[src/rtl/ultrasonic_pkg.sv]
// Shared types and defaults for the ultrasonic ranger.
// The FSM state encoding, 125 MHz timing defaults, and the all-ones timeout
// marker helper live here so every file agrees on them.
package ultrasonic_pkg;

  typedef enum logic [2:0] {
    ST_IDLE      = 3'd0,
    ST_TRIG      = 3'd1,
    ST_WAIT_RISE = 3'd2,
    ST_MEASURE   = 3'd3,
    ST_HOLDOFF   = 3'd4
  } state_e;

  // Defaults for a 125 MHz clock: 10 us trigger, 30 ms timeout, 60 ms period.
  localparam int DEF_CNT_W          = 24;
  localparam int DEF_TRIG_CYCLES    = 1250;
  localparam int DEF_TIMEOUT_CYCLES = 3750000;
  localparam int DEF_PERIOD_CYCLES  = 7500000;

  // All-ones value of width w (up to 64 bits); callers cast to their width.
  function automatic logic [63:0] dist_all_ones(input int unsigned w);
    logic [63:0] ones;
    ones = '1;
    if (w >= 64) return ones;
    return (64'd1 << w) - 64'd1;
  endfunction

endpackage

[src/rtl/echo_sync.sv]
// Two-flop synchroniser for the asynchronous echo input, plus single-cycle
// rise/fall strobes derived from the synchronised value and its previous value.
module echo_sync (
  input  logic clk,
  input  logic rst,
  input  logic echo_i,
  output logic echo_s_o,
  output logic rise_o,
  output logic fall_o
);

  logic meta_q;
  logic sync_q;
  logic prev_q;

  // Synchroniser chain and one-cycle history for edge detection.
  always_ff @(posedge clk or posedge rst) begin
    if (rst) begin
      meta_q <= 1'b0;
      sync_q <= 1'b0;
      prev_q <= 1'b0;
    end else begin
      meta_q <= echo_i;
      sync_q <= meta_q;
      prev_q <= sync_q;
    end
  end

  assign echo_s_o = sync_q;
  assign rise_o   = sync_q & ~prev_q;
  assign fall_o   = ~sync_q & prev_q;

endmodule

[src/rtl/ultrasonic_ranger.sv]
// HC-SR04-class ranger: periodic trigger pulses, echo width measured in clk
// cycles, all-ones plus timeout_o when the echo never rises or runs too long.
// Optional macro ULTRASONIC_AVG_EN: report the mean of the last 4 non-timeout
// widths (raw width until 4 samples have been collected).
module ultrasonic_ranger
  import ultrasonic_pkg::*;
#(
  parameter int CNT_W          = DEF_CNT_W,
  parameter int TRIG_CYCLES    = DEF_TRIG_CYCLES,
  parameter int TIMEOUT_CYCLES = DEF_TIMEOUT_CYCLES,
  parameter int PERIOD_CYCLES  = DEF_PERIOD_CYCLES
) (
  input  logic             clk,
  input  logic             rst,
  input  logic             en_i,
  input  logic             echo_i,
  output logic             trig_o,
  output logic [CNT_W-1:0] dist_o,
  output logic             valid_o,
  output logic             timeout_o,
  output logic             busy_o
);

  localparam logic [CNT_W-1:0] ONE          = CNT_W'(1);
  localparam logic [CNT_W-1:0] CNT_MAX      = '1;
  localparam logic [CNT_W-1:0] TRIG_LAST    = CNT_W'(TRIG_CYCLES - 1);
  localparam logic [CNT_W-1:0] TMO_LAST     = CNT_W'(TIMEOUT_CYCLES - 1);
  localparam logic [CNT_W-1:0] PER_LAST     = CNT_W'(PERIOD_CYCLES - 1);
  localparam logic [CNT_W-1:0] DIST_TIMEOUT = CNT_W'(dist_all_ones(CNT_W));

  logic echo_s, echo_rise, echo_fall;

  echo_sync u_echo_sync (
    .clk      (clk),
    .rst      (rst),
    .echo_i   (echo_i),
    .echo_s_o (echo_s),
    .rise_o   (echo_rise),
    .fall_o   (echo_fall)
  );

  state_e           state_q, state_d;
  logic [CNT_W-1:0] period_q, period_d;   // cycles since TRIG entry
  logic [CNT_W-1:0] phase_q, phase_d;     // cycles spent in TRIG / WAIT_RISE
  logic [CNT_W-1:0] width_q, width_d;     // echo width so far
  logic             trig_q, trig_d;
  logic             valid_q, valid_d;
  logic             tmo_q, tmo_d;
  logic [CNT_W-1:0] dist_q, dist_d;
  logic             finish, finish_tmo;
  logic [CNT_W-1:0] result_width;

  // Next-state logic: sequencing, saturating counters and measurement finish.
  always_comb begin
    state_d    = state_q;
    period_d   = (period_q == CNT_MAX) ? period_q : period_q + ONE;
    phase_d    = phase_q;
    width_d    = width_q;
    finish     = 1'b0;
    finish_tmo = 1'b0;
    case (state_q)
      ST_IDLE: begin
        period_d = '0;
        phase_d  = '0;
        width_d  = '0;
        if (en_i) state_d = ST_TRIG;
      end
      ST_TRIG: begin
        if (phase_q >= TRIG_LAST) begin
          state_d = ST_WAIT_RISE;
          phase_d = '0;
        end else begin
          phase_d = phase_q + ONE;
        end
      end
      ST_WAIT_RISE: begin
        // An echo already high on entry never produces a rise and times out.
        if (echo_rise) begin
          state_d = ST_MEASURE;
          width_d = ONE;
        end else if (phase_q >= TMO_LAST) begin
          finish     = 1'b1;
          finish_tmo = 1'b1;
        end else begin
          phase_d = phase_q + ONE;
        end
      end
      ST_MEASURE: begin
        // Reaching the timeout width ends the measurement without the fall.
        if (echo_fall) begin
          finish = 1'b1;
        end else if (echo_s) begin
          if (width_q >= TMO_LAST) begin
            finish     = 1'b1;
            finish_tmo = 1'b1;
          end else begin
            width_d = width_q + ONE;
          end
        end
      end
      ST_HOLDOFF: begin
        if (period_q >= PER_LAST) begin
          period_d = '0;
          phase_d  = '0;
          state_d  = en_i ? ST_TRIG : ST_IDLE;
        end
      end
      default: state_d = ST_IDLE;
    endcase
    if (finish) begin
      state_d = ST_HOLDOFF;
      phase_d = '0;
    end

    trig_d  = (state_d == ST_TRIG);
    valid_d = finish;
    dist_d  = dist_q;
    tmo_d   = tmo_q;
    if (finish) begin
      tmo_d  = finish_tmo;
      dist_d = finish_tmo ? DIST_TIMEOUT : result_width;
    end
  end

  // State and output registers; reset drops trig_o without waiting for clk.
  always_ff @(posedge clk or posedge rst) begin
    if (rst) begin
      state_q  <= ST_IDLE;
      period_q <= '0;
      phase_q  <= '0;
      width_q  <= '0;
      trig_q   <= 1'b0;
      valid_q  <= 1'b0;
      tmo_q    <= 1'b0;
      dist_q   <= '0;
    end else begin
      state_q  <= state_d;
      period_q <= period_d;
      phase_q  <= phase_d;
      width_q  <= width_d;
      trig_q   <= trig_d;
      valid_q  <= valid_d;
      tmo_q    <= tmo_d;
      dist_q   <= dist_d;
    end
  end

`ifdef ULTRASONIC_AVG_EN
  logic [CNT_W-1:0] hist_q [4];
  logic [2:0]       fill_q;
  logic [CNT_W+1:0] sum_q, sum_next;
  logic             commit;

  // Only completed, non-timeout measurements enter the running sum.
  assign commit       = finish & ~finish_tmo;
  assign sum_next     = sum_q + {2'b00, width_q} - {2'b00, hist_q[3]};
  assign result_width = (fill_q >= 3'd3) ? sum_next[CNT_W+1:2] : width_q;

  // Four-deep width history with running sum; the oldest entry drops out.
  always_ff @(posedge clk or posedge rst) begin
    if (rst) begin
      sum_q  <= '0;
      fill_q <= '0;
      for (int i = 0; i < 4; i++) hist_q[i] <= '0;
    end else if (commit) begin
      sum_q <= sum_next;
      if (fill_q != 3'd4) fill_q <= fill_q + 3'd1;
      hist_q[0] <= width_q;
      for (int i = 1; i < 4; i++) hist_q[i] <= hist_q[i-1];
    end
  end
`else
  assign result_width = width_q;
`endif

  assign trig_o    = trig_q;
  assign dist_o    = dist_q;
  assign valid_o   = valid_q;
  assign timeout_o = tmo_q;
  assign busy_o    = (state_q != ST_IDLE);

endmodule

[config.mk]
export PLATFORM = sky130hd
export DESIGN_NAME = ultrasonic_ranger
export DESIGN_NICKNAME = d
export VERILOG_FILES = /design/src/rtl/ultrasonic_pkg.sv /design/src/rtl/echo_sync.sv /design/src/rtl/ultrasonic_ranger.sv
export SDC_FILE = /design/constraint.sdc
export NUM_CORES = 1
export LEC_CHECK = 0
export ABC_AREA = 1
export ABC_CLOCK_PERIOD_IN_PS = 4800
export CORE_ASPECT_RATIO = 0.75
export CORE_UTILIZATION = 43
export DETAILED_ROUTE_END_ITERATION = 10
export GPL_ROUTABILITY_DRIVEN = 0
export SYNTH_ARGS = -nofsm -noshare
export SYNTH_HDL_FRONTEND = slang
export SYNTH_SLANG_ARGS = --single-unit
[constraint.sdc]
create_clock -name clk -period 4.8 [get_ports clk]
set_input_delay 0.48 -clock clk [delete_from_list [all_inputs] [get_ports clk]]
set_output_delay 0.48 -clock clk [all_outputs]
set_load 0.02 [all_outputs]
# [After elaboration in Yosys (flattened, before gate mapping)]
# Index checks and enable logic that the tools add are counted.
# W data, S select, Z words.
[op_classes] n_mul=0 mux=30 n_div=0 n_eq_ne=13 add_sub_neg=3 n_bitwise=4 n_reduce_logical=6 n_shift=0 order_cmp=4
[ops] op="$mux W24" count=12
[ops] op="$pmux W24 S4" count=1
[ops] op="$add A24 B1 Y24 const B" count=3
[ops] op="$pmux W24 S3" count=1
[ops] op="$ge A24 B22 Y1 const B" count=2
[ops] op="$pmux W24 S2" count=1
[ops] op="$eq A24 B24 Y1 const B" count=1
[ops] op="$ge A24 B11 Y1 const B" count=1
[ops] op="$ge A24 B23 Y1 const B" count=1
[ops] op="$mux W3" count=5
[ops] op="$pmux W3 S5" count=1
[ops] op="$ne A3 B3 Y1 const B" count=3
[ops] op="$mux W1" count=7
[ops] op="$eq A3 B1 Y1 const B" count=2
[ops] op="$eq A3 B2 Y1 const B" count=2
[ops] op="$ne A2 B2 Y1 const B" count=3
[ops] op="$reduce_bool A3 Y1" count=2
[ops] op="$reduce_and A5 Y1" count=1
[ops] op="$reduce_bool A5 Y1" count=1
[ops] op="$pmux W1 S2" count=2
[ops] op="$reduce_and A4 Y1" count=1
[ops] op="$eq A3 B3 Y1 const B" count=1
[ops] op="$logic_not A3 Y1" count=1
[ops] op="$and A1 B1 Y1" count=2
[ops] op="2 further kinds" count=3
[word_totals] memories=0 reg_bits=105 word_cells=71 romBits=0 mem_bits_rw=0 in_bits=4 output_inout_bits=28 latchBits=0

# [Longest topological paths before layout]
# Gate-level depths: netlist (run 1).
[logic_depth] depth_word=7 mapped_depth=14 depth_no_buf=13

# [Hierarchy]
# Synthesis (run 1) repeated with hierarchy kept, for this count alone.
[hier_totals] hier_cells=913 hier_area_um2=6401.1
[modules_own_cells] module="ultrasonic_ranger" area_per_inst_um2=6307.3 instances=1 seq_area_each_um2=2552.4 cells_each=905
[modules_own_cells] module="echo_sync" area_per_inst_um2=93.8 instances=1 seq_area_each_um2=75.1 cells_each=8

# [Worst setup path before layout (run 1)]
# OpenSTA, ideal clock, no wires.
[synth_timing] kind="reg-to-reg" start="reg phase_q[0]" end="reg phase_q[0]" synth_period_minus_slack_ns=1.725 stages_incl_launch_ff=14 arrival_time_ns=1.659 setup_ns=0.066 path_slack_ns=3.075 required_ns=4.734 path_buffers=1 cell_sequence="dfrtp_1 -> ha_1 -> nand3_1 -> nand2_1 -> nand2_1 -> nand2_1 -> nand3_1 -> nand2_2 -> nand2_4 -> nand2_2 -> nor2_4 -> buf_6 -> nand3_2 -> nand2_1"
[synth_via] elab_chain_cells=6 word_cells_on_any_way=16 classes_between="add/sub: 1; order compare: 2; eq/ne: 3; mux: 8; reduce/logical: 2"
[synth_lines] element="from (decl)" line="ultrasonic_ranger.sv:44" rtl="logic [CNT_W-1:0] phase_q, phase_d;"
[synth_lines] element="from (signal assigned)" line="ultrasonic_ranger.sv:139" rtl="phase_q <= phase_d;"
[synth_lines] element="$ge A24 B22 Y1" line="ultrasonic_ranger.sv:81" rtl="end else if (phase_q >= TMO_LAST) begin"
[synth_lines] element="$mux W1" line="ultrasonic_ranger.sv:81"
[synth_lines] element="$mux W1" line="ultrasonic_ranger.sv:78" rtl="if (echo_rise) begin"
[synth_lines] element="$pmux W1 S2" line="ultrasonic_ranger.sv:61" rtl="case (state_q)"
[synth_lines] element="$ne A3 B3 Y1 (no line) / $reduce_bool A5 Y1 (equally long branches)"
[synth_lines] element="$reduce_and A4 Y1 (no line)"
# Parallel ways exist; a longest one is shown, timed or not. The select of a mux whose other input is x is not followed.
# A chain may end at the register's enable or synchronous reset.

# [Final worst setup path (run 1)]
[layout_timing] start="reg width_q[0], in the netlist result_width[0]" end="reg state_q[1]"
[layout_via] elab_chain_cells=6
[layout_lines] element="from (decl)" line="ultrasonic_ranger.sv:45" rtl="logic [CNT_W-1:0] width_q, width_d;"
[layout_lines] element="from (signal assigned)" line="ultrasonic_ranger.sv:140" rtl="width_q <= width_d;"
[layout_lines] element="$ge A24 B22 Y1" line="ultrasonic_ranger.sv:93" rtl="if (width_q >= TMO_LAST) begin"
[layout_lines] element="$mux W1" line="ultrasonic_ranger.sv:93"
[layout_lines] element="$mux W1" line="ultrasonic_ranger.sv:92" rtl="end else if (echo_s) begin"
[layout_lines] element="$mux W1" line="ultrasonic_ranger.sv:90" rtl="if (echo_fall) begin"
[layout_lines] element="$pmux W1 S2" line="ultrasonic_ranger.sv:61"
[layout_lines] element="via finish" line="ultrasonic_ranger.sv:50" rtl="logic finish, finish_tmo;"
[layout_lines] element="$mux W3" line="ultrasonic_ranger.sv:110" rtl="if (finish) begin"
[layout_lines] element="via state_d[1]" line="ultrasonic_ranger.sv:42" rtl="state_e state_q, state_d;"
[layout_lines] element="to (signal assigned)" line="ultrasonic_ranger.sv:137" rtl="state_q <= state_d;"
[layout_lines] element="to (decl)" line="ultrasonic_ranger.sv:42"
# The timed path passes the listed nets, and every way through them passes these cells.

==> results of run 1 <==
## synthesized netlist by cell type (all sizes together)
library cell / number / area [um^2]
o211ai: 6 / 45.0
ha: 5 / 62.6
o22ai: 1 / 6.26
a21oi: 19 / 103
dfrtp: 105 / 2630
nand4: 41 / 257
nand2: 244 / 946
o21ai: 35 / 175
clkbuf: 7 / 26.3
inv: 93 / 349
o31ai: 12 / 90.1
nor3: 19 / 111
nor3b: 4 / 35.0
xnor2: 13 / 114
nand3: 96 / 563
o21bai: 1 / 7.51
buf: 22 / 156
xor2: 34 / 298
nor4: 3 / 33.8
nor2: 126 / 518
## cell type report
type	count	area (um^2)
clock buffer	10	239
clock inverter	6	73.8
multi-input combinational	659	3360
timing repair buffer	33	325
fill	1467	7410
sequential	105	2630
tap	200	250
inverter	93	352
## through the flow
stage / worst slack (ps) / util, %
2_1_floorplan: 1560 / -
6_report: 2140 / 49.4
3_5_place_dp: 2220 / 47.2
3_3_place_gp: 2260 / 47.2
5_1_grt: 1900 / 49.4
4_1_cts: 2200 / 49.4
## how the worst max path moves through the flow
stage	depth (start not counted)	slack, ps	endpoint	start
after CTS	10	2200	state_q[1]	result_width[0]
after floorplan	1	1560	dist_o[0]	rst
after detailed placement	10	2220	state_q[1]	result_width[0]
after global routing	10	1900	state_q[0]	result_width[0]
after global placement	10	2260	state_q[0]	result_width[0]
final	10	2140	state_q[1]	result_width[0]
## layer usage
| metal | part of all wire [%] | vias up | GRT usage, % |
|---|---|---|---|
| li1 | - | 2899 | - |
| met1 | 56 | 2670 | 36.5 |
| met2 | 38 | 144 | 29.7 |
| met3 | 5.1 | 11 | 4.35 |
| met4 | 0.90 | 0 | 5.41 |
| met5 | 0 | - | 0 |
## kinds of logic (layout without fill, tap and decap cells)
family,count (synthesis),after routing
and+or+nand+nor,533,533
xor gates and xnor gates,47,47
AOI/OAI and AO/OA,74,74
DFF,105,105
buffers and inverters,122,142
adders and majority gates,5,5
## placed cells by master, fill, tap and decap left out, types with 2 or more instances in the layout
cell                              instances
sky130_fd_sc_hd__nand2_2                  6
sky130_fd_sc_hd__o211ai_1                 6
sky130_fd_sc_hd__inv_1                   80
sky130_fd_sc_hd__o21ai_1                  5
sky130_fd_sc_hd__nor2_2                   9
sky130_fd_sc_hd__clkinvlp_4               2
sky130_fd_sc_hd__xor2_1                  34
sky130_fd_sc_hd__nand2_4                  2
sky130_fd_sc_hd__nand3_1                 81
sky130_fd_sc_hd__a21oi_1                 17
sky130_fd_sc_hd__o31ai_1                 12
sky130_fd_sc_hd__dfrtp_1                105
sky130_fd_sc_hd__nor2_1                 114
sky130_fd_sc_hd__nand3_2                 14
sky130_fd_sc_hd__nand2_1                236
sky130_fd_sc_hd__xnor2_1                 13
sky130_fd_sc_hd__buf_4                    2
sky130_fd_sc_hd__nand4_1                 41
sky130_fd_sc_hd__ha_1                     5
sky130_fd_sc_hd__clkdlybuf4s50_1         31
sky130_fd_sc_hd__nor3_1                  17
sky130_fd_sc_hd__nor4_1                   2
sky130_fd_sc_hd__a21oi_2                  2
sky130_fd_sc_hd__nor2_4                   3
sky130_fd_sc_hd__nor3b_1                  3
sky130_fd_sc_hd__o21ai_0                 30
sky130_fd_sc_hd__inv_2                   12
sky130_fd_sc_hd__clkbuf_16                9
## state kept, by name, summed over array words and instances (netlist names)
signal                cells
dist_o                   24
period_q                 24
phase_q                  24
result_width             24
state_q                   3
timeout_o                 1
trig_o                    1
u_echo_sync.echo_s_o      1
u_echo_sync.meta_q        1
u_echo_sync.prev_q        1
valid_o                   1
## where the power goes
part	total [mW]	internal, mW	leakage, nW	switching (mW)
Combinational	0.0223	0.00335	1.86	0.0190
Clock	0.788	0.426	0.147	0.362
Sequential	0.886	0.885	1.42	0.00134
Total	1.70	1.31	3.43	0.383
## critical path: cells and delay by family (launching register included)
kind | cells | cell delay (ps)
flops | 1 | 440
fa+ha+maj | 1 | 270
simple gates | 9 | 1790
==> out/results.env, run 1 <==
STATUS='finished clean'
LAYOUT_AREA_GROWTH_OVER_SYNTHESIS_PCT=10.9
TIMING.HOLD.WORST.CLASS='flip-flop to flip-flop'
FINAL.PERIOD_UTILIZATION_PCT=55.4
SYNTH.FF_LATCH_COUNT=105
VDD.IR_DROP.WORST_V=0.000147
NETS=910
PLACED_CELLS=1090
DETAIL_ROUTE.DRC_VIOLATIONS=0
YS_TYPES=35
SEQUENTIAL_CELL_AREA_FRACTION_IN_THE_YOSYS_REPORT_PCT=40.3
TRITONCTS='yes'
POSTCTSHOLDBUFS=0
RRSETUPSLACK_PS=2140
TRITONCTS.NUM_BUFFERS=9
CLOCK_SINKS=105
DRV.MAX_CAP_VIOLATION_COUNT=0
DRT_PASS1_ITERATIONS=5
FINALMAXSLEWVIOLATIONS=0
HOLD_PATH_STARTPOINT='u_echo_sync.meta_q'
WORST_SKEW_PAIR.LATE_LATENCY_PS=360
GRT_SETUP_UNREPAIRED='false'
SETUP_VIOLATIONS=0
SETUP-TNS-FINAL_PS=0
FINAL.SETUP_SKEW_PS=9.87
CP-END-KIND='flip-flop'
STARTING_DENSITY_PCT=44.5
FINALHOLDVIOLCOUNT=0
SLOWEST_CP_CELL='sky130_fd_sc_hd__nand3_1'
DRT_WL_TOTAL_MM=16.0
I_O_PIN_CNT=32
DRIVE_ABOVE_1_SHARE_PCT=7.95
NUMBER_OF_CELLS_UPSIZED_OR_DOWNSIZED_AFTER_CTS=0
TIMING.SETUP.CRITICAL_PATH_CLASS='flip-flop to flip-flop'
SYNTH-XOR-AREA-SHARE_PCT=6.31
CRIT_PATH_CELL_TRACE='ha_1 -> nand3_2 -> nand2_1 -> nand2_1 -> nand2_1 -> nand3_1 -> nand3_1 -> nand3_1 -> nand2_1 -> nor2_1'
GLOBAL_ROUTE.OVERFLOW_TOTAL=0
ROUTE.DETAILED.VIAS_PER_INST=5.18
FINALCRITICALPERIOD_PS=2660
DIE_H_UM=109
DIE_AREA_MM2=0.0157
SYNTH.MUX.AREA_FRACTION_PCT=0
TIMING.HOLD.WORST_PATH_DEPTH=0
AVGROUTEDWIREPERCELL_UM=14.5
DRTANTENNAVIOLNETS=0
SYNTH_COMPOUND_GATE_AREA_SHARE_PCT=6.54
TIMING.HOLD.WORST_ENDPOINT='u_echo_sync.echo_s_o'
YOSYS.AREA_SHARE.SIMPLE_PCT=37.8
MAX_FREQ_GHz=0.376
CTS.CLK_SLEW.WORST_PATHS_PS=70
CRITPATHARRIVALTIME_PS=2900
POSTSYNTHAREAPERCELL_UM2=7.36
POWER.DENSITY_CELL_AREA_mW_PER_MM2=235
CLOCK-ROOT-BUFFER='sky130_fd_sc_hd__clkbuf_16'
R2R-START='result_width[0]'
COMBINATIONAL_FAMILY_WITH_THE_MOST_AREA_AFTER_SYNTHESIS='simple AND/OR/NAND/NOR gates'
SYNTH_FA_HA_AREA_SHARE_PCT=0.959
NUM_VIAS=5724
ROWS=38
DR.FIRST_ITER.DRC_COUNT=575
WORST_PATH_LARGEST_CELL_DELAY_PS=710
WHS_PS=360
STATIC-LEAKAGE-POWER_nW=3.43
LAYOUT.CELL_AREA.NON_FILLER_MM2=0.00723
NON_FILLER_CELLS_FINAL=1106
CRITICAL_PATH_REQUIRED_PS=5040
SYNTH_AREA_MM2=0.00652
SLEW_HEADROOM_PCT=32.6
PORT_BUFFERS=31
REGTOREGENDPOINT='state_q[1]'
DIODES=0
DPL-INSTANCE-AREA_MM2=0.00692
GRT.TOTAL_USAGE_PCT=22.5
ANTENNA_FOUND_INITIAL=0
CORE_REGION_AREA_MM2=0.0146
CTS.PATH.MAX_BUFFERS=2
TIMING_WORST_SLEW_PIN_VALUE_PS=1010
SYN-INSTANCE-COUNT=886
DIE_W_UM=144
CRIT_PATH_MAX_FANOUT=23
CPMOSTUSEDCELL='sky130_fd_sc_hd__nand2_1'
GRT_PASS1_WL_MM=27.3
P_TOTAL_mW=1.70
GRT_MAX_DEGREE=75
HALF_PERIMETER_WIRE_LENGTH_AFTER_DETAILED_PLACEMENT_MM=11.2
CTS_POST_SETUP_BUFFERS_INSERTED=0
WORSTREGTOREGCELLS=10
FIRST_GLOBAL_VIAS=5247
SETUP.WORST_PATH.START_CLASS='flip-flop'
SYNTH.YOSYS.WARNINGS=0
DEEPEST_LEVEL_OF_THE_CTS_H_TREE=3
SYN_NETS=895
Power figures use the tool's default switching activity.
==> inputs of run 2 (changes only) <==
--- a/config.mk
+++ b/config.mk
@@ -6,7 +6,7 @@
 export NUM_CORES = 1
 export LEC_CHECK = 0
 export ABC_AREA = 1
-export ABC_CLOCK_PERIOD_IN_PS = 4800
+export ABC_CLOCK_PERIOD_IN_PS = 2450
 export CORE_ASPECT_RATIO = 0.75
 export CORE_UTILIZATION = 43
 export DETAILED_ROUTE_END_ITERATION = 10
==> constraint.sdc (replaced) <==
create_clock -name clk -period 2.45 [get_ports clk]
set_input_delay 0.245 -clock clk [delete_from_list [all_inputs] [get_ports clk]]
set_output_delay 0.245 -clock clk [all_outputs]
set_load 0.02 [all_outputs]
==> run 2 against run 1 <==
Compared with the run above:
- via count grew 1.1%
- clock skew is 1.6 ps higher
- final area increased by 1.2%
- core utilization grew 0.57 points
- hold slack lost 220 ps
- die area unchanged
- non-clock buffer count increased by 11
- largest cell class unchanged
- highest routed layer unchanged
==> out/results.env, run 2 (same netlist as run 1, synthesis figures left out) <==
MOST_COMMON_CELL_AFTER_LAYOUT_FILL_AND_TAPS_ASIDE='sky130_fd_sc_hd__nand2_1'
ROUTE.DETAILED.VIAS_PER_INST=5.19
P_TOTAL_mW=3.18
DRV.MAX_CAP_VIOLATION_COUNT=0
TIMING.HOLD.WORST.CLASS='primary input to asynchronous set/reset pin'
FINALMAXSLEWVIOLATIONS=0
HALF_PERIMETER_WIRE_LENGTH_AFTER_DETAILED_PLACEMENT_MM=11.5
PLACED_CELLS=1101
GRT_PASS1_WL_MM=27.4
CRIT_PATH_MAX_FANOUT=22
TRITONCTS='yes'
R2R-START='phase_q[0]'
TIMING.CRITICAL_PATH.FROM='phase_q[0]'
GRT_MAX_DEGREE=60
DRTANTENNAVIOLNETS=0
CLOCK_SINKS=105
LAYOUT.CELL_AREA.NON_FILLER_MM2=0.00732
FINAL.PERIOD_UTILIZATION_PCT=89.6
CLOCK-ROOT-BUFFER='sky130_fd_sc_hd__clkbuf_16'
NETS=921
DRIVE_ABOVE_1_SHARE_PCT=8.95
STARTING_DENSITY_PCT=44.5
CORE_REGION_AREA_MM2=0.0146
DIE_H_UM=109
MOST-COMMON-LAYOUT-CELLS='sky130_fd_sc_hd__nand2_1, sky130_fd_sc_hd__nor2_1, sky130_fd_sc_hd__dfrtp_1, sky130_fd_sc_hd__nand3_1, sky130_fd_sc_hd__inv_1'
CRITICAL_PATH_REQUIRED_PS=2750
SETUP-TNS-FINAL_PS=0
WORST_SKEW_PAIR.LATE_LATENCY_PS=360
DIE_W_UM=144
FINALHOLDVIOLCOUNT=0
CTS.PATH.MAX_BUFFERS=2
AVGROUTEDWIREPERCELL_UM=14.5
GRT_SETUP_UNREPAIRED='false'
TIMING.SETUP.CRITICAL_PATH_CLASS='flip-flop to flip-flop'
GRT.TOTAL_USAGE_PCT=22.5
DIODES=0
MAX_FREQ_GHz=0.455
POWER.DENSITY_CELL_AREA_mW_PER_MM2=435
FINAL.FILL_COUNT=1504
DRT_WL_TOTAL_MM=16.2
DPL-INSTANCE-AREA_MM2=0.00704
TIMING_WORST_SLEW_PIN_VALUE_PS=528
SETUP.WORST_PATH.START_CLASS='flip-flop'
NON_FILLER_CELLS_FINAL=1116
CP-END-KIND='flip-flop'
SLEW_HEADROOM_PCT=64.8
CTS.CLK_SLEW.WORST_PATHS_PS=80
GLOBAL_ROUTE.OVERFLOW_TOTAL=0
FINAL_CORE_UTIL_PCT=50.0
FIRST_GLOBAL_VIAS=5321
LAYOUT_AREA_GROWTH_OVER_SYNTHESIS_PCT=12.1
DIE_AREA_MM2=0.0157
FINALCRITICALPERIOD_PS=2200
NUM_VIAS=5787
STATUS='finished clean'
CTS_POST_SETUP_BUFFERS_INSERTED=0
DR.FIRST_ITER.DRC_COUNT=372
ROWS=38
SETUP_VIOLATIONS=0
POSTCTSHOLDBUFS=0
I_O_PIN_CNT=32
STATIC-LEAKAGE-POWER_nW=3.47
VDD.IR_DROP.WORST_V=0.000268
NUMBER_OF_CELLS_UPSIZED_OR_DOWNSIZED_AFTER_CTS=0
ANTENNA_FOUND_INITIAL=0
DEEPEST_LEVEL_OF_THE_CTS_H_TREE=3
DRT_PASS1_ITERATIONS=5
DETAIL_ROUTE.DRC_VIOLATIONS=0
CRITPATHARRIVALTIME_PS=2500
TRITONCTS.NUM_BUFFERS=9
FINAL.SETUP_SKEW_PS=11.5
PORT_BUFFERS=31
[run 2: changes by cell type in the layout (fill, tap and decap cells not counted)]
| cell | delta |
|---|---|
| sky130_fd_sc_hd__clkinvlp_4 | +1 |
| sky130_fd_sc_hd__bufinv_16 | -1 |
| sky130_fd_sc_hd__inv_8 | -1 |
| sky130_fd_sc_hd__inv_4 | -1 |
| sky130_fd_sc_hd__buf_4 | +8 |
| sky130_fd_sc_hd__clkbuf_8 | -1 |
| sky130_fd_sc_hd__inv_6 | +2 |
| sky130_fd_sc_hd__buf_12 | +3 |
[run 2: critical path: stages, from the launching register on]
cell	delay, ps
sky130_fd_sc_hd__dfrtp_1	460
sky130_fd_sc_hd__ha_1	310
sky130_fd_sc_hd__nand3_1	160
sky130_fd_sc_hd__nand2_1	90
sky130_fd_sc_hd__nand2_1	60
sky130_fd_sc_hd__nand2_1	50
sky130_fd_sc_hd__nand3_1	70
sky130_fd_sc_hd__nand2_2	90
sky130_fd_sc_hd__nand2_1	120
sky130_fd_sc_hd__nand3_4	70
sky130_fd_sc_hd__inv_2	400
sky130_fd_sc_hd__nand3_1	150
sky130_fd_sc_hd__nand2_1	80
[run 2: cell type report]
class | count | area (um^2) | area share, %
tap | 200 | 250 | 3.42
sequential | 105 | 2630 | 35.9
multi-input combinational | 659 | 3360 | 46.0
clock inverter | 6 | 50.0 | 0.684
clock buffer | 9 | 225 | 3.08
inverter | 93 | 353 | 4.82
timing repair buffer | 44 | 445 | 6.09
[run 2: report_power, final]
group / total [mW] / switching, mW / internal (mW)
clock network: 1.40 / 0.698 / 0.697
logic: 0.0508 / 0.0386 / 0.0122
registers: 1.74 / 0.00246 / 1.73
[run 2: final timing paths]
kind | end | slack [ps] | cells after the start
hold reg to reg | u_echo_sync.echo_s_o | 360 | 0
min in group clk | u_echo_sync.meta_q | 330 | 1
setup reg to reg | phase_q[19] | 250 | 12
setup / recovery | phase_q[19] | 250 | 12
max in group asynchronous | period_q[18] | 1770 | 3
hold / removal | dist_o[14] | 140 | 2
[run 2: routing by layer]
layer	track usage [%]	part of all wire (%)	vias to the layer above
met1	34.9	54	2708
li1	-	-	2933
met3	4.70	5.2	9
met2	31.5	40	137
met5	0	0	-
met4	5.19	0.81	0
[run 2: per-stage QoR]
| stage | worst slack [ps] | hold WS [ps] |
|---|---|---|
| detailed placement | 306 | 343 |
| CTS | 296 | 125 |
| global placement | 344 | 342 |
| floorplan | 725 | 276 |
| finish | 254 | 137 |
| global route | 39.8 | 134 |
==> inputs of run 3 (changes only) <==
--- a/config.mk
+++ b/config.mk
@@ -11,6 +11,8 @@
 export CORE_UTILIZATION = 43
 export DETAILED_ROUTE_END_ITERATION = 10
 export GPL_ROUTABILITY_DRIVEN = 0
+export GPL_TIMING_DRIVEN = 1
+export PLACE_DENSITY_LB_ADDON = 0.05
 export SYNTH_ARGS = -nofsm -noshare
 export SYNTH_HDL_FRONTEND = slang
 export SYNTH_SLANG_ARGS = --single-unit
==> run 3 against run 2 <==
Compared with the run above:
- non-clock buffer count is 5 lower
- critical path type unchanged
- routed wire length increased by 3.4%
- clock skew shrank 3.7 ps
- critical path depth shrank 1
- global-route usage is 0.73 points higher
- critical endpoint is now phase_q[20]
- clock-buffer cell count increased by 2
- die area unchanged
==> out/results.env, run 3 (same netlist as run 1, synthesis figures left out) <==
ROWS=38
RRSETUPSLACK_PS=320
R2R-START='period_q[0]'
CTS.PATH.MAX_BUFFERS=2
GLOBAL_ROUTE.OVERFLOW_TOTAL=0
TIMING.SETUP.CRITICAL_PATH_CLASS='flip-flop to flip-flop'
PORT_BUFFERS=31
MOST-COMMON-LAYOUT-CELLS='sky130_fd_sc_hd__nand2_1, sky130_fd_sc_hd__nor2_1, sky130_fd_sc_hd__dfrtp_1, sky130_fd_sc_hd__nand3_1, sky130_fd_sc_hd__inv_1'
TIMING.HOLD.WORST.CLASS='primary input to flip-flop'
DRT_WL_TOTAL_MM=16.8
TIMING.CRITICAL_PATH.FROM='period_q[0]'
STATUS='finished clean'
CRIT_PATH_MAX_FANOUT=22
GRT.TOTAL_USAGE_PCT=23.2
NUMBER_OF_CELLS_UPSIZED_OR_DOWNSIZED_AFTER_CTS=0
DRT_PASS1_ITERATIONS=5
CLOCK_SINKS=105
FINALCRITICALPERIOD_PS=2130
CLOCK-ROOT-BUFFER='sky130_fd_sc_hd__clkbuf_16'
CRITICAL_PATH_REQUIRED_PS=2740
INTERNAL_POWER_mW=2.49
WORST_PATH_LARGEST_CELL_DELAY_PS=410
ROUTE.DETAILED.VIAS_PER_INST=5.34
POWER.DENSITY_CELL_AREA_mW_PER_MM2=443
WORSTREGTOREGCELLS=11
DIE_W_UM=144
DEEPEST_LEVEL_OF_THE_CTS_H_TREE=3
FINAL.FILL_COUNT=1484
DRTANTENNAVIOLNETS=0
WHS_PS=326
POWER.SEQUENTIAL.FRACTION_PCT=53.7
MOST_COMMON_CELL_AFTER_LAYOUT_FILL_AND_TAPS_ASIDE='sky130_fd_sc_hd__nand2_1'
HOLD_PATH_STARTPOINT='echo_i'
SHARE_COMB_OF_TOTAL_POWER_PCT=1.4
AVGROUTEDWIREPERCELL_UM=15.1
DIE_AREA_MM2=0.0157
FINALHOLDVIOLCOUNT=0
DRIVE_ABOVE_1_SHARE_PCT=8.55
FF_LATCH_AREA_MM2=0.00263
DETAIL_ROUTE.DRC_VIOLATIONS=0
I_O_PIN_CNT=32
SLEW_HEADROOM_PCT=62.4
CRIT_PATH_CELL_TRACE='ha_1 -> inv_1 -> nor2_2 -> nand3_1 -> nand2_1 -> nand3_1 -> nand3_2 -> nand3_4 -> inv_2 -> nand3_1 -> nand2_1'
TRITONCTS.NUM_BUFFERS=9
POSTCTSHOLDBUFS=0
FINAL.SETUP_SKEW_PS=7.76
CPMOSTUSEDCELL='sky130_fd_sc_hd__nand3_1'
FIRST_GLOBAL_VIAS=5452
SETUP.WORST_PATH.START_CLASS='flip-flop'
GRT_PASS1_WL_MM=28.1
CTS_POST_SETUP_BUFFERS_INSERTED=0
ANTENNA_FOUND_INITIAL=0
GRT_MAX_DEGREE=106
TRITONCTS='yes'
SWITCHING_SHARE_PCT=22.8
CRITPATHARRIVALTIME_PS=2420
CP-END-KIND='flip-flop'
GRT_SETUP_UNREPAIRED='false'
TIMING_WORST_SLEW_PIN_VALUE_PS=564
NETS=916
STARTING_DENSITY_PCT=44.5
NUM_VIAS=5938
VDD.IR_DROP.WORST_V=0.000290
CORE_REGION_AREA_MM2=0.0146
SETUP_VIOLATIONS=0
LAYOUT.CELL_AREA.NON_FILLER_MM2=0.00729
FINAL.PERIOD_UTILIZATION_PCT=86.8
DIE_H_UM=109
MAX_FREQ_GHz=0.470
TIMING.HOLD.WORST_PATH_DEPTH=1
STATIC-LEAKAGE-POWER_nW=3.46
SLOWEST_CP_CELL='sky130_fd_sc_hd__dfrtp_1'
DRV.MAX_CAP_VIOLATION_COUNT=0
CTS.CLK_SLEW.WORST_PATHS_PS=70
DR.FIRST_ITER.DRC_COUNT=571
FINALMAXSLEWVIOLATIONS=0
SETUP-TNS-FINAL_PS=0
WORST_SKEW_PAIR.LATE_LATENCY_PS=360
DIODES=0
DPL-INSTANCE-AREA_MM2=0.00699
POWER_SWITCHING_uW=737
MULTI_INPUT_AREA_MM2=0.00337
HALF_PERIMETER_WIRE_LENGTH_AFTER_DETAILED_PLACEMENT_MM=11.9
LAYOUT_AREA_GROWTH_OVER_SYNTHESIS_PCT=11.7
POWER_FRAC_CLOCK_PCT=44.8
-- run 3: power by group through the flow --
stage / Clock (mW) / Sequential (mW) / Combinational (mW)
3_3_place_gp: 0 / 1.77 / 0.0494
2_1_floorplan: 0 / 1.77 / 0.0287
3_5_place_dp: 0 / 1.77 / 0.0502
5_1_grt: 1.56 / 1.74 / 0.0555
6_report: 1.45 / 1.74 / 0.0461
4_1_cts: 1.49 / 1.74 / 0.0499
-- run 3: path summary, 6_finish.rpt --
kind	end
min	u_echo_sync.meta_q
max in group asynchronous	phase_q[0]
max reg2reg	phase_q[20]
max	phase_q[20]
min in group asynchronous	period_q[22]
min reg2reg	u_echo_sync.echo_s_o
-- run 3: cell type report --
| class | count | share of cell area (%) |
|---|---|---|
| inverters | 93 | 4.84 |
| clock buffers | 11 | 3.47 |
| multi-input cells | 659 | 46.3 |
| clock inverters | 5 | 0.515 |
| repair buffers | 39 | 5.42 |
| well taps | 200 | 3.43 |
| flip-flops and latches | 105 | 36.0 |
-- run 3: metrics by stage --
step | power (mW) | std cells | util (%) | setup WS, ps
after floorplan | 1.80 | 886 | - | 725
after global placement | 1.82 | 1096 | 47.7 | 384
after detailed placement | 1.82 | 1096 | 47.7 | 297
after CTS | 3.28 | 1112 | 49.7 | 282
after global routing | 3.35 | 1112 | 49.8 | 90.8
final | 3.23 | 1112 | 49.8 | 324
-- run 3: routing by layer --
layer  wire [um]  GRT usage, %  vias to the layer above
li1            -             -                     2925
met1        9020          35.9                     2855
met2        6840          32.7                      144
met3         760          4.74                       14
met4         155          5.49                        0
met5           0             0                        -
-- run 3: critical path, delay by kind of cell, from the launching register on --
family	cells	cell delay, ps
adder cells (fa/ha/maj)	1	260
buffers and inverters	2	460
flip-flops	1	410
AND/OR/NAND/NOR	8	930
==> edit: new RTL, flow settings as in run 3 <==
`DEF_CNT_W`: 24 -> 12.
--- a/src/rtl/ultrasonic_pkg.sv
+++ b/src/rtl/ultrasonic_pkg.sv
@@ -13,5 +13,5 @@
 
   // Defaults for a 125 MHz clock: 10 us trigger, 30 ms timeout, 60 ms period.
-  localparam int DEF_CNT_W          = 24;
+  localparam int DEF_CNT_W          = 12;
   localparam int DEF_TRIG_CYCLES    = 1250;
   localparam int DEF_TIMEOUT_CYCLES = 3750000;
Interface: changed (resized dist_o); port bits go from 32 to 20. The function was not compared with the original's and may differ.
==> edit against run 3 <==
  * Clock skew shrank 0.0011 ns
  * Global-route usage decreased by 2.4 points
  * Critical endpoint is now phase_q[5]$_DFFE_PP0P_
  * Sequential cell count fell by 48
  * Highest routed layer unchanged
  * Synthesized cell count fell by 53%
  * Synthesized area down 51%
  * Final area decreased by 50%
  * Setup slack gained 0.27 ns
  * Sequential power shrank 35%
  * Total power decreased by 26%
  * Largest cell class unchanged
  * Wire length down 57%
==> edit: results (changes against run 3) <==
| Result | Value | Unit | Delta |
|:---|:---|:---|:---|
| Run status | complete, no violations | - |  |
| Slowest cell delay on critical path | 0.43 | ns | +0.02 ns |
| Maximum ir drop on the vdd rail | 292 | uV | +0.58% |
| Post-Route WL | 7.24 | mm | -57% |
| Master cell of the clock root buffer | clkbuf_8 | - |  |
| Syn Area/Cell | 7.66 | um^2 | +4.0% |
| Hold crit path type | input port to async pin | - |  |
| Total Nets Final | 452 | - | -51% |
| Final routed wire length divided by cell count | 13.3 | um | -12% |
| Global-route wire length before repair | 12.4 | mm | -56% |
| Unique cell type count in the Yosys netlist | 36 | - | +2.9% |
| Met2 Track Usage GR | 0.278 | - | -0.0487 |
| Headroom to the max-slew limit | 0.642 | - | +0.0179 |
| Clock period minus worst slack | 1.86 | ns | -0.268 ns |
| Global-route met3 utilization | 0.0565 | - | +0.00909 |
| Placed cell count | 530 | - | -52% |
| # port buffers | 19 | - | -39% |
| Critical Path End | phase_q[5]$_DFFE_PP0P_ | - |  |
| Number of violations reported at the end of detailed-routing iteration 0 | 169 | - | -70% |
| Detail Route met2 WL | 2.84 | mm | -59% |
| Worst Hold Slack | 0.262 | ns | -0.0640 ns |
| Synth top area cells | dfrtp_1 44%, nand2_1 12%, inv_1 6.0%, nor2_1 5.5%, nand3_1 5.0% | - |  |
| Maximum number of pins on one net before global-route repair | 37 | - | -65% |
| Crit Path Max Fanout | 14 | - | -36% |
| Layout cell share with drive strength beyond 1 | 0.0915 | - | +0.00599 |
| Area of all placed cells without fillers | 3680 | um^2 | -50% |
| Post-synth net total | 428 | - | -52% |
| Setup slack, reg-to-reg | 0.59 | ns | +0.27 ns |
| Cell area reported after detailed placement | 3490 | um^2 | -50% |
| Worst setup timing slack at the placement stage | 0.609 | ns | +0.311 ns |
| Leakage power | 1.80 | nW | -48% |
| Routed vias | 2716 | - | -54% |
| GRT Total Usage | 0.208 | - | -0.0241 |
| Met1 routing resource usage after global routing | 0.320 | - | -0.0389 |
| Critical Path Start | phase_q[0]$_DFFE_PP0P_ | - |  |
| Via count of the first global-routing pass | 2520 | - | -54% |
| Setup clock skew after layout | 0.00664 | ns | -0.00113 ns |
| Commonest cells in the netlist | 100 x nand2_1, 57 x dfrtp_1, 51 x inv_1 | - |  |
| Data arrival time of the worst path | 2.09 | ns | -0.33 ns |
[edit: where the power goes]
part | internal, mW | switching [mW]
sequential | 1.03 | 0.0970
clock | 0.495 | 0.383
combinational | 0.154 | 0.228
[edit: logic make-up (layout without fill, tap and decap cells)]
logic type	Yosys count	count (layout)	share of synthesized area
AO/OA/AOI/OAI	57	57	0.0947
flip-flops	57	57	0.444
adder cells (fa/ha/maj)	5	5	0.0195
AND/OR/NAND/NOR	221	221	0.319
XOR/XNOR	12	12	0.0327
buffers and inverters	67	96	0.0893
[edit: cell type report]
class | count | share of cell area
repair buffers | 22 | 0.0612
clock inverters | 3 | 0.0109
well taps | 98 | 0.0333
flip-flops and latches | 57 | 0.387
multi-input cells | 295 | 0.407
clock buffers | 13 | 0.0404
inverters | 58 | 0.0602
